[config.mk]
export PLATFORM = sky130hd
export DESIGN_NAME = mem_lsu
export DESIGN_NICKNAME = d
export VERILOG_FILES = /design/src/rtl/mem_lsu.sv
export SDC_FILE = /design/constraint.sdc
export NUM_CORES = 1
export LEC_CHECK = 0
export CORE_UTILIZATION = 40
export DETAILED_ROUTE_END_ITERATION = 10
export GPL_ROUTABILITY_DRIVEN = 0
export GPL_TIMING_DRIVEN = 1
export PLACE_DENSITY_LB_ADDON = 0.3
export SLEW_MARGIN = 15
export SYNTH_ARGS = -nofsm -noshare
export SYNTH_HDL_FRONTEND = slang
export SYNTH_SLANG_ARGS = --single-unit
[constraint.sdc]
create_clock -name clk -period 1.9 [get_ports clk]
set_input_delay 0.285 -clock clk [delete_from_list [all_inputs] [get_ports clk]]
set_output_delay 0.285 -clock clk [all_outputs]
set_load 0.1 [all_outputs]
[src/rtl/mem_lsu.sv]
// mem_lsu: MEM-stage load/store unit.
// Accepts one load or store from the pipeline, runs it over a simple
// request/ready + rvalid bus, and stalls the pipeline until it completes.
// Misaligned or illegal accesses raise exc_M immediately, without touching
// the bus. A bus that never responds is aborted after TIMEOUT_CYCLES.
module mem_lsu #(
  parameter int TIMEOUT_CYCLES = 64
) (
  input  logic        clk,
  input  logic        reset,
  input  logic        memRead_M,
  input  logic        memWrite_M,
  input  logic [2:0]  funct3_M,
  input  logic [31:0] ALUResult_M,
  input  logic [31:0] writeData_M,
  output logic [31:0] r_Data_M,
  output logic        stall_M,
  output logic        exc_M,
  output logic        bus_req,
  output logic        bus_we,
  output logic [31:0] bus_addr,
  output logic [31:0] bus_wdata,
  output logic [3:0]  bus_be,
  input  logic        bus_ready,
  input  logic        bus_rvalid,
  input  logic [31:0] bus_rdata
);

  localparam int CW = $clog2(TIMEOUT_CYCLES + 1);

  typedef enum logic [1:0] {IDLE, REQ, WAIT_R, DONE} state_t;

  state_t        state;
  logic [CW-1:0] wait_cnt;
  logic [31:0]   addr_q;
  logic [31:0]   wdata_q;
  logic          we_q;
  logic [3:0]    be_q;
  logic [2:0]    funct3_q;
  logic [31:0]   r_data_q;
  logic          timeout_q;

  logic          access;
  logic          attempt;
  logic          kind_ok;
  logic          aligned;
  logic          legal;
  logic [3:0]    store_be;
  logic [31:0]   store_wdata;
  logic [31:0]   load_data;
  logic [31:0]   rdata_shifted;
  logic [7:0]    load_byte;
  logic [15:0]   load_half;
  logic          wait_expired;

  // Decode the incoming request: exactly one of read/write, a size legal
  // for that direction, and natural alignment for halfwords and words.
  always_comb begin
    access  = memRead_M ^ memWrite_M;
    attempt = memRead_M | memWrite_M;
    kind_ok = 1'b0;
    if (memRead_M) begin
      case (funct3_M)
        3'b000, 3'b001, 3'b010, 3'b100, 3'b101: kind_ok = 1'b1;
        default:                                kind_ok = 1'b0;
      endcase
    end else begin
      case (funct3_M)
        3'b000, 3'b001, 3'b010: kind_ok = 1'b1;
        default:                kind_ok = 1'b0;
      endcase
    end
    case (funct3_M[1:0])
      2'b01:   aligned = ~ALUResult_M[0];
      2'b10:   aligned = (ALUResult_M[1:0] == 2'b00);
      default: aligned = 1'b1;
    endcase
    legal = access & kind_ok & aligned;
  end

  // Store lane encoding: replicate the data across all lanes and let the
  // byte enables pick the lane; loads carry no enables and no data.
  always_comb begin
    store_be    = 4'b0000;
    store_wdata = 32'h0;
    if (memWrite_M) begin
      case (funct3_M[1:0])
        2'b00: begin
          store_be    = 4'b0001 << ALUResult_M[1:0];
          store_wdata = {4{writeData_M[7:0]}};
        end
        2'b01: begin
          store_be    = ALUResult_M[1] ? 4'b1100 : 4'b0011;
          store_wdata = {2{writeData_M[15:0]}};
        end
        default: begin
          store_be    = 4'b1111;
          store_wdata = writeData_M;
        end
      endcase
    end
  end

  // Load extraction from the returned word using the latched lane and size.
  always_comb begin
    rdata_shifted = bus_rdata >> {addr_q[1:0], 3'b000};
    load_byte     = rdata_shifted[7:0];
    load_half     = addr_q[1] ? bus_rdata[31:16] : bus_rdata[15:0];
    case (funct3_q)
      3'b000:  load_data = {{24{load_byte[7]}}, load_byte};
      3'b001:  load_data = {{16{load_half[15]}}, load_half};
      3'b100:  load_data = {24'h0, load_byte};
      3'b101:  load_data = {16'h0, load_half};
      default: load_data = bus_rdata;
    endcase
  end

  assign wait_expired = (wait_cnt == CW'(TIMEOUT_CYCLES - 1));

  // Access sequencer: latch the request, hold it on the bus until accepted,
  // collect read data, then spend one DONE cycle presenting the result.
  always_ff @(posedge clk) begin
    if (reset) begin
      state     <= IDLE;
      wait_cnt  <= '0;
      addr_q    <= 32'h0;
      wdata_q   <= 32'h0;
      we_q      <= 1'b0;
      be_q      <= 4'b0000;
      funct3_q  <= 3'b000;
      r_data_q  <= 32'h0;
      timeout_q <= 1'b0;
    end else begin
      case (state)
        IDLE: begin
          if (legal) begin
            addr_q    <= ALUResult_M;
            wdata_q   <= store_wdata;
            we_q      <= memWrite_M;
            be_q      <= store_be;
            funct3_q  <= funct3_M;
            wait_cnt  <= '0;
            timeout_q <= 1'b0;
            r_data_q  <= 32'h0;
            state     <= REQ;
          end
        end
        REQ: begin
          wait_cnt <= wait_cnt + CW'(1);
          if (bus_ready) begin
            r_data_q <= 32'h0;
            state    <= we_q ? DONE : WAIT_R;
          end else if (wait_expired) begin
            r_data_q  <= 32'h0;
            timeout_q <= 1'b1;
            state     <= DONE;
          end
        end
        WAIT_R: begin
          wait_cnt <= wait_cnt + CW'(1);
          if (bus_rvalid) begin
            r_data_q <= load_data;
            state    <= DONE;
          end else if (wait_expired) begin
            r_data_q  <= 32'h0;
            timeout_q <= 1'b1;
            state     <= DONE;
          end
        end
        default: begin
          timeout_q <= 1'b0;
          state     <= IDLE;
        end
      endcase
    end
  end

  assign bus_req   = (state == REQ);
  assign bus_we    = we_q;
  assign bus_addr  = {addr_q[31:2], 2'b00};
  assign bus_be    = be_q;
  assign bus_wdata = wdata_q;

  assign stall_M  = ~reset & ((state == IDLE && legal) || state == REQ || state == WAIT_R);
  assign exc_M    = ~reset & ((state == IDLE && attempt && !legal) || (state == DONE && timeout_q));
  assign r_Data_M = (state == DONE) ? r_data_q : 32'h0;

endmodule

==> results.txt, run 1 <==
----------------------------------------------------
[Yosys]
  Post-Syn Area ... 0.00597 mm²
  Synth top cells by count ... sky130_fd_sc_hd__nand2_1 (162), sky130_fd_sc_hd__dfxtp_1 (114), sky130_fd_sc_hd__a21oi_1 (108), sky130_fd_sc_hd__buf_4 (41), sky130_fd_sc_hd__nand3_1 (38)
  Dominant register cell in the synthesized netlist ... sky130_fd_sc_hd__dfxtp_1
  Cell types occupying the most area after synthesis ... sky130_fd_sc_hd__dfxtp_1 (38%), sky130_fd_sc_hd__nand2_1 (10%), sky130_fd_sc_hd__a21oi_1 (9.1%)
  Mean Syn Cell Area ... 7.95 µm²
  #FFs+latches synth ... 114
  Post-synth ARST share ... 0
  Yosys top cell by area ... sky130_fd_sc_hd__dfxtp_1
  Share of the yosys chip area belonging to registers ... 0.383
  Most common cell in the netlist ... sky130_fd_sc_hd__nand2_1
  Synthesized netlist cell count ... 750
  Top cell type's share of synthesized area ... 0.383
  Post-synth cell types ... 56
  Number of synthesized flops with an enable pin ... 0
  Yosys Warn Count ... 0

[Clock network]
  Clock slew at reported path FFs ... 50 ps
  Worst-Skew Late Latency ... 410 ps
  Clock sink total ... 114
  Number of buffers inserted during clock tree synthesis ... 17
  CTS Buffer Depth ... 2
  Cell chosen for the clock root ... sky130_fd_sc_hd__clkbuf_16
  Number of H-tree branching levels ... 4
  Clock tree from TritonCTS ... yes

[Worst hold path]
  Hold crit path type ... primary input to register

[Floorplanning]
  Die outline width ... 124 µm
  DIE HEIGHT ... 124 µm
  Core Footprint ... 0.0145 mm²
  Number of placement rows ... 44
  Top-level port count ... 209
  Die outline area ... 0.0154 mm²
  Starting density of the core ... 0.410

[Global route]
  Number of global-route vias before repair ... 5665
  Initial antenna violation count ... 1
  Remaining global-route overflow ... 0
  Global-route wire length before repair ... 28.4 mm
  Pin count of the biggest net entering global routing ... 53
  GRT Util Overall ... 0.241

[Final layout]
  Proportion of layout cells with a drive suffix above 1 ... 0.308
  Final core occ ... 0.656
  Layout Area Growth over Synthesis ... 59.7%
  Layout fillers ... 1203
  Number of nets in the final layout ... 1075
  Final instance area ... 0.00953 mm²
  Number of standard cells in the layout, taps in and fillers out ... 1156

[Pwr]
  Power per standard cell area ... 898 mW/mm²
  Cell internal power dissipation ... 5690 µW
  Reg power frac ... 0.301
  Pwr Total ... 8550 µW
  Logic gate share of total power ... 0.325
  Peak supply drop ... 0.000631 V
  Leakage power ... 0.00367 µW
  Net switching power ... 2860 µW
  Part of the power in the clock network ... 0.373
  Switch share ... 0.334

[Timing]
  Min Tclk post-route ... 2090 ps
  Max frequency ... 478 MHz
  Final setup violation count ... 10
  Number of max-slew violations in the final report ... 0
  Number of hold violations in the final report ... 0
  Unrepaired setup endpoints after global routing ... true
  Hold slack ... 256 ps
  Slack of the critical path ... -190 ps
  Worst relative slew slack ... 0.611
  Share of the clock period used by the worst path after layout ... 1.10
  Slew at the pin with the worst max-slew slack ... 583 ps
  Worst-case clock skew ... 9.12 ps

[Worst setup path]
  Critical path fanouts, max ... 4
  WP data required ... 1620 ps
  Category of the most critical setup path ... primary input to primary output
  Arrival time at the worst endpoint ... 1810 ps
  Kind of capture point of the worst setup path ... primary output
  Element type at the critical path start ... primary input

[Detailed routing]
  Via count ... 6064
  Average routed wire per standard cell ... 16.0 µm
  Antenna violation net count after detailed routing ... 0
  Post-DR vias/cell ... 5.25
  DRC marker count from the first detailed-route iteration ... 436
  Number of optimization iterations in the first detailed-route pass ... 5
  Wire length reported by the detailed router ... 18.5 mm
  DRC violations left ... 0

[Place]
  Number of buffer cells added on primary ports ... 206
  Standard cell area after detailed placement ... 0.00861 mm²
  Detailed placement HPWL ... 12.8 mm
  Placed cell count ... 1110

[Status]
  Violations in the final reports ... negative setup slack
  Status ... finished, violations left

[Flow run]
  Max-cap violation count ... 0

----------------------------------------------------
layout make-up:
| class | instances | area [µm²] | area share |
|---|---|---|---|
| clock inverters | 8 | 101 | 0.0106 |
| clock buffers | 23 | 498 | 0.0523 |
| inverters | 13 | 73.8 | 0.00775 |
| diodes | 1 | 2.50 | 0.000263 |
| well taps | 184 | 230 | 0.0242 |
| flip-flops and latches | 114 | 2290 | 0.240 |
| repair buffers | 278 | 2960 | 0.311 |
| multi-input cells | 535 | 3370 | 0.354 |
power groups by stage:
stage          Clock, µW  Sequential, µW  Combinational [µW]
2_1_floorplan          0            2830                1550
3_3_place_gp           0            2610                2620
3_5_place_dp           0            2620                2630
4_1_cts             3250            2570                2710
5_1_grt             3350            2590                2950
6_report            3190            2580                2780
critical path, stage by stage:
cell	delay, ps
sky130_fd_sc_hd__buf_8	100
sky130_fd_sc_hd__buf_6	110
sky130_fd_sc_hd__ha_4	170
sky130_fd_sc_hd__nor2b_4	130
sky130_fd_sc_hd__o31a_4	340
sky130_fd_sc_hd__a21bo_4	230
sky130_fd_sc_hd__o21ai_2	120
sky130_fd_sc_hd__and2_4	160
sky130_fd_sc_hd__buf_12	170
stage by stage:
stage / setup TNS [ps] / worst slack, ps
CTS: -259 / -189
finish: -806 / -190
global route: -2740 / -252
detailed placement: -67800 / -662
floorplan: -172 / -87.5
global placement: -66220 / -656
cells in the final DEF (no fill, tap or decap), types with 9 or more instances in the layout:
cell                              netlist  layout
sky130_fd_sc_hd__o21ai_0               31      26
sky130_fd_sc_hd__a22oi_1                9       9
sky130_fd_sc_hd__dfxtp_1              114     112
sky130_fd_sc_hd__nand2_1              162     162
sky130_fd_sc_hd__buf_4                 41     123
sky130_fd_sc_hd__nor2_1                13      10
sky130_fd_sc_hd__nor2b_1               27      26
sky130_fd_sc_hd__and2_4                 0      33
sky130_fd_sc_hd__mux2_2                13      13
sky130_fd_sc_hd__buf_12                 0      44
sky130_fd_sc_hd__clkdlybuf4s50_1        0      97
sky130_fd_sc_hd__o32ai_2               10      10
sky130_fd_sc_hd__clkbuf_16              0      18
sky130_fd_sc_hd__nand3_1               38      38
sky130_fd_sc_hd__a21oi_1              108     107
sky130_fd_sc_hd__a22o_1                 9       9
repair_timing:
action / CTS / global route
pin swaps: 8 / 28
gates resized for setup: 62 / 13
hold buffers: 0 / 0
endpoints found under the setup margin: 146 / 61
setup buffers: 6 / 7
cloned: 2 / 1
worst paths after layout:
path	start	endpoint	slack, ps	cells after the start
max	funct3_M[0]	exc_M	-190	9
min	funct3_M[0]	funct3_q[0]	260	4
max reg2reg	state[1]	r_data_q[2]	10	8
min reg2reg	bus_wdata[0]	bus_wdata[0]	450	2
sequential cells by signal, summed over array words and instances, names as in the netlist:
register and cells:
addr_q 32, bus_be 4, bus_wdata 32, bus_we 1, funct3_q 3, r_data_q 32
state 2, timeout_q 1, wait_cnt 7
per-layer routing:
layer	routed length, µm	part of all wire	GRT usage
met1	7590	0.41	0.293
met2	9110	0.49	0.394
met3	1390	0.075	0.0710
met4	416	0.022	0.100
met5	0	0	0
logic make-up (layout without fill, tap and decap cells):
kind of cell,count (synthesis),count (layout),synth area share
compound gates,217,217,0.246
mux,15,15,0.0279
buf+inv,102,322,0.0946
simple gates,290,290,0.225
flops,114,114,0.383
fa+ha+maj,11,11,0.0231
other cells,1,3,0.000629
(Power assumes the default switching activity.)
==> run 2: changes to the inputs <==
--- a/config.mk
+++ b/config.mk
@@ -5,11 +5,13 @@
 export SDC_FILE = /design/constraint.sdc
 export NUM_CORES = 1
 export LEC_CHECK = 0
+export CORE_MARGIN = 2
 export CORE_UTILIZATION = 40
 export DETAILED_ROUTE_END_ITERATION = 10
 export GPL_ROUTABILITY_DRIVEN = 0
 export GPL_TIMING_DRIVEN = 1
 export PLACE_DENSITY_LB_ADDON = 0.3
+export SKIP_LAST_GASP = 1
 export SLEW_MARGIN = 15
 export SYNTH_ARGS = -nofsm -noshare
 export SYNTH_HDL_FRONTEND = slang
==> constraint.sdc (replaced) <==
create_clock -name clk -period 2.2 [get_ports clk]
set_input_delay 0.33 -clock clk [delete_from_list [all_inputs] [get_ports clk]]
set_output_delay 0.33 -clock clk [all_outputs]
set_load 0.1 [all_outputs]
==> results.txt, run 2 (synthesis gave the netlist of run 1 again) <==
----------------------------------------------------
[Status]
  Status ... finished, violations left (unchanged)
  Violations in the final reports ... negative setup slack (unchanged)

[Pwr]
  Net switching power ... 2450 µW (was 2860 µW)
  Peak supply drop ... 0.000494 V (was 0.000631 V)
  Power per standard cell area ... 817 mW/mm² (was 898 mW/mm²)
  Reg power frac ... 0.304 (was 0.301)
  Leakage power ... 0.00340 µW (was 0.00367 µW)
  Cell internal power dissipation ... 4850 µW (was 5690 µW)
  Logic gate share of total power ... 0.295 (was 0.325)
  Switch share ... 0.335 (was 0.334)
  Part of the power in the clock network ... 0.401 (was 0.373)

[Global route]
  Pin count of the biggest net entering global routing ... 64 (was 53)
  Initial antenna violation count ... 1 (unchanged)
  Grt met1 use ... 0.278 (was 0.293)
  GRT Util Overall ... 0.227 (was 0.241)
  Most congested layer reported by global routing ... met2 (unchanged)
  Routing usage on met3 ... 0.0760 (was 0.0710)
  Number of global-route vias before repair ... 5656 (was 5665)
  Global-route wire length before repair ... 29.0 mm (was 28.4 mm)
  Met2 track demand over resource ... 0.361 (was 0.394)
  Remaining global-route overflow ... 0 (unchanged)

[Clock network]
  Worst-Skew Late Latency ... 420 ps (was 410 ps)
  CTS Buffer Depth ... 2 (unchanged)
  Clock tree from TritonCTS ... yes (unchanged)
  Cell chosen for the clock root ... sky130_fd_sc_hd__clkbuf_16 (unchanged)
  Number of hold-repair buffers added at the cts stage ... 0 (unchanged)
  Clock sink total ... 114 (unchanged)
  Clock slew at reported path FFs ... 50 ps (about the same)
  Number of H-tree branching levels ... 4 (unchanged)
  Number of buffers inserted during clock tree synthesis ... 17 (unchanged)

[Final layout]
  Proportion of layout cells with a drive suffix above 1 ... 0.233 (was 0.308)
  Commonest cells after routing, fill and taps aside ... sky130_fd_sc_hd__nand2_1 (162), sky130_fd_sc_hd__dfxtp_1 (114), sky130_fd_sc_hd__a21oi_1 (107) (was sky130_fd_sc_hd__nand2_1 (162), sky130_fd_sc_hd__buf_4 (123), sky130_fd_sc_hd__dfxtp_1 (112))
  Number of nets in the final layout ... 1040 (was 1075)
  Layout Area Growth over Synthesis ... 49.9% (was 59.7%)
  Most common cell after layout, fill and taps aside ... sky130_fd_sc_hd__nand2_1 (unchanged)
  Layout fillers ... 1319 (was 1203)
  Final instance area ... 0.00894 mm² (was 0.00953 mm²)

[Place]
  Number of buffer cells added on primary ports ... 206 (unchanged)
  Standard cell area after detailed placement ... 0.00827 mm² (was 0.00861 mm²)
  Detailed placement HPWL ... 12.8 mm (about the same)

[Worst setup path]
  Slowest cell on the critical path ... sky130_fd_sc_hd__o31a_4 (unchanged)
  Element type at the critical path start ... primary input (unchanged)
  Kind of capture point of the worst setup path ... primary output (unchanged)
  Top Family by Delay on Critical Path ... compound AO/OA/AOI/OAI gates (unchanged)
  Category of the most critical setup path ... primary input to primary output (unchanged)
  Cell Chain, Critical Path ... buf_2, buf_6, ha_4, nor2b_4, o31a_4, a21bo_4, o21ai_2, and2_4, buf_12 (was buf_8, buf_6, ha_4, nor2b_4, o31a_4, a21bo_4, o21ai_2, and2_4, buf_12)
  Highest cell delay on the worst timing path ... 360 ps (was 340 ps)
  Arrival time at the worst endpoint ... 1880 ps (was 1810 ps)
  WP data required ... 1870 ps (was 1620 ps)
  Buffer and inverter count on the worst path ... 3 (unchanged)
  Critical path fanouts, max ... 4 (unchanged)

[Timing]
  Share of the clock period used by the worst path after layout ... 1.01
  Fin Setup TNS ... -13.3 ps (was -806 ps)
  Max frequency ... 452 MHz
  Number of hold violations in the final report ... 0 (unchanged)
  Hold slack ... 163 ps (was 256 ps)
  Worst relative slew slack ... 0.542 (was 0.611)
  Worst-case clock skew ... 5.68 ps (was 9.12 ps)
  Number of max-slew violations in the final report ... 0 (unchanged)
  Slew at the pin with the worst max-slew slack ... 688 ps (was 583 ps)
  Final setup violation count ... 1 (was 10)
  Min Tclk post-route ... 2210 ps
  Slack of the critical path ... -13.3 ps (was -190 ps)
  Unrepaired setup endpoints after global routing ... true (unchanged)

[Detailed routing]
  Antenna violation net count after detailed routing ... 0 (unchanged)
  DRC marker count from the first detailed-route iteration ... 370 (was 436)
  Post-DR vias/cell ... 5.26 (was 5.25)
  Number of optimization iterations in the first detailed-route pass ... 4 (was 5)
  Wire length reported by the detailed router ... 18.1 mm (was 18.5 mm)
  Via count ... 5898 (was 6064)
  Average routed wire per standard cell ... 16.1 µm (was 16.0 µm)
  DRC violations left ... 0 (unchanged)

[Floorplanning]
  DIE HEIGHT ... 126 µm (was 124 µm)
  Starting density of the core ... 0.410 (unchanged)
  Top-level port count ... 209 (unchanged)
  Die outline width ... 126 µm (was 124 µm)
  Core Footprint ... 0.0145 mm² (unchanged)
  Die outline area ... 0.0159 mm² (was 0.0154 mm²)
  Number of placement rows ... 44 (unchanged)

[Flow run]
  Max-cap violation count ... 0 (unchanged)

[Worst hold path]
  Hold crit path type ... primary input to register (unchanged)

----------------------------------------------------
[run 2: changes by cell type in the layout (fill, tap and decap cells not counted), sizes merged]
cell           previous run  this run
buf                     176       142
bufinv                    2         4
clkbuf                   24        20
clkdlybuf4s15             1         0
clkinv                    3         2
dlygate4sd2               3         4
inv                      13        16
[run 2: area by class of cell]
type	count	area, µm²	area share
inverters	13	48.8	0.00546
multi-input cells	535	3190	0.357
well taps	184	230	0.0257
clock buffers	20	447	0.0499
repair buffers	243	2560	0.286
diodes	1	2.50	0.000280
clock inverters	12	179	0.0200
flip-flops and latches	114	2280	0.255
[run 2: routing by layer]
layer  vias up  wire length (µm)
met2       224              8420
met4         0               549
met5         -                 0
met1      2718              7560
li1       2914                 -
met3        42              1550
[run 2: repair_timing]
item / CTS / global route
endpoints found under the setup margin: 30 / 38
setup buffers: 0 / 0
gates resized for setup: 24 / 4
pin swaps: 3 / 2
[run 2: stage by stage]
step                      instances  utilization  setup WS (ps)  total power (µW)
after global routing           1122        0.615          -61.0              7610
after CTS                      1121        0.614          -28.6              7340
final                          1122        0.615          -13.3              7300
after global placement         1089        0.569           -480              4360
after detailed placement       1089        0.569           -507              4370
after floorplan                 751            -           -171              3730
[run 2: worst paths after layout]
check                from            to  slack [ps]  cells past startpoint
min reg2reg  bus_wdata[4]  bus_wdata[4]         450                      2
max reg2reg      state[0]   r_data_q[5]         150                      9
max           funct3_M[0]         exc_M         -10                      9
min                 reset     timeout_q         160                      2
[run 2: power by group through the flow]
stage               sequential [µW]  combinational, µW  clock (µW)
floorplan                      2440               1280           0
global placement               2260               2100           0
detailed placement             2260               2110           0
CTS                            2220               2150        2970
global route                   2230               2290        3090
finish                         2220               2150        2930
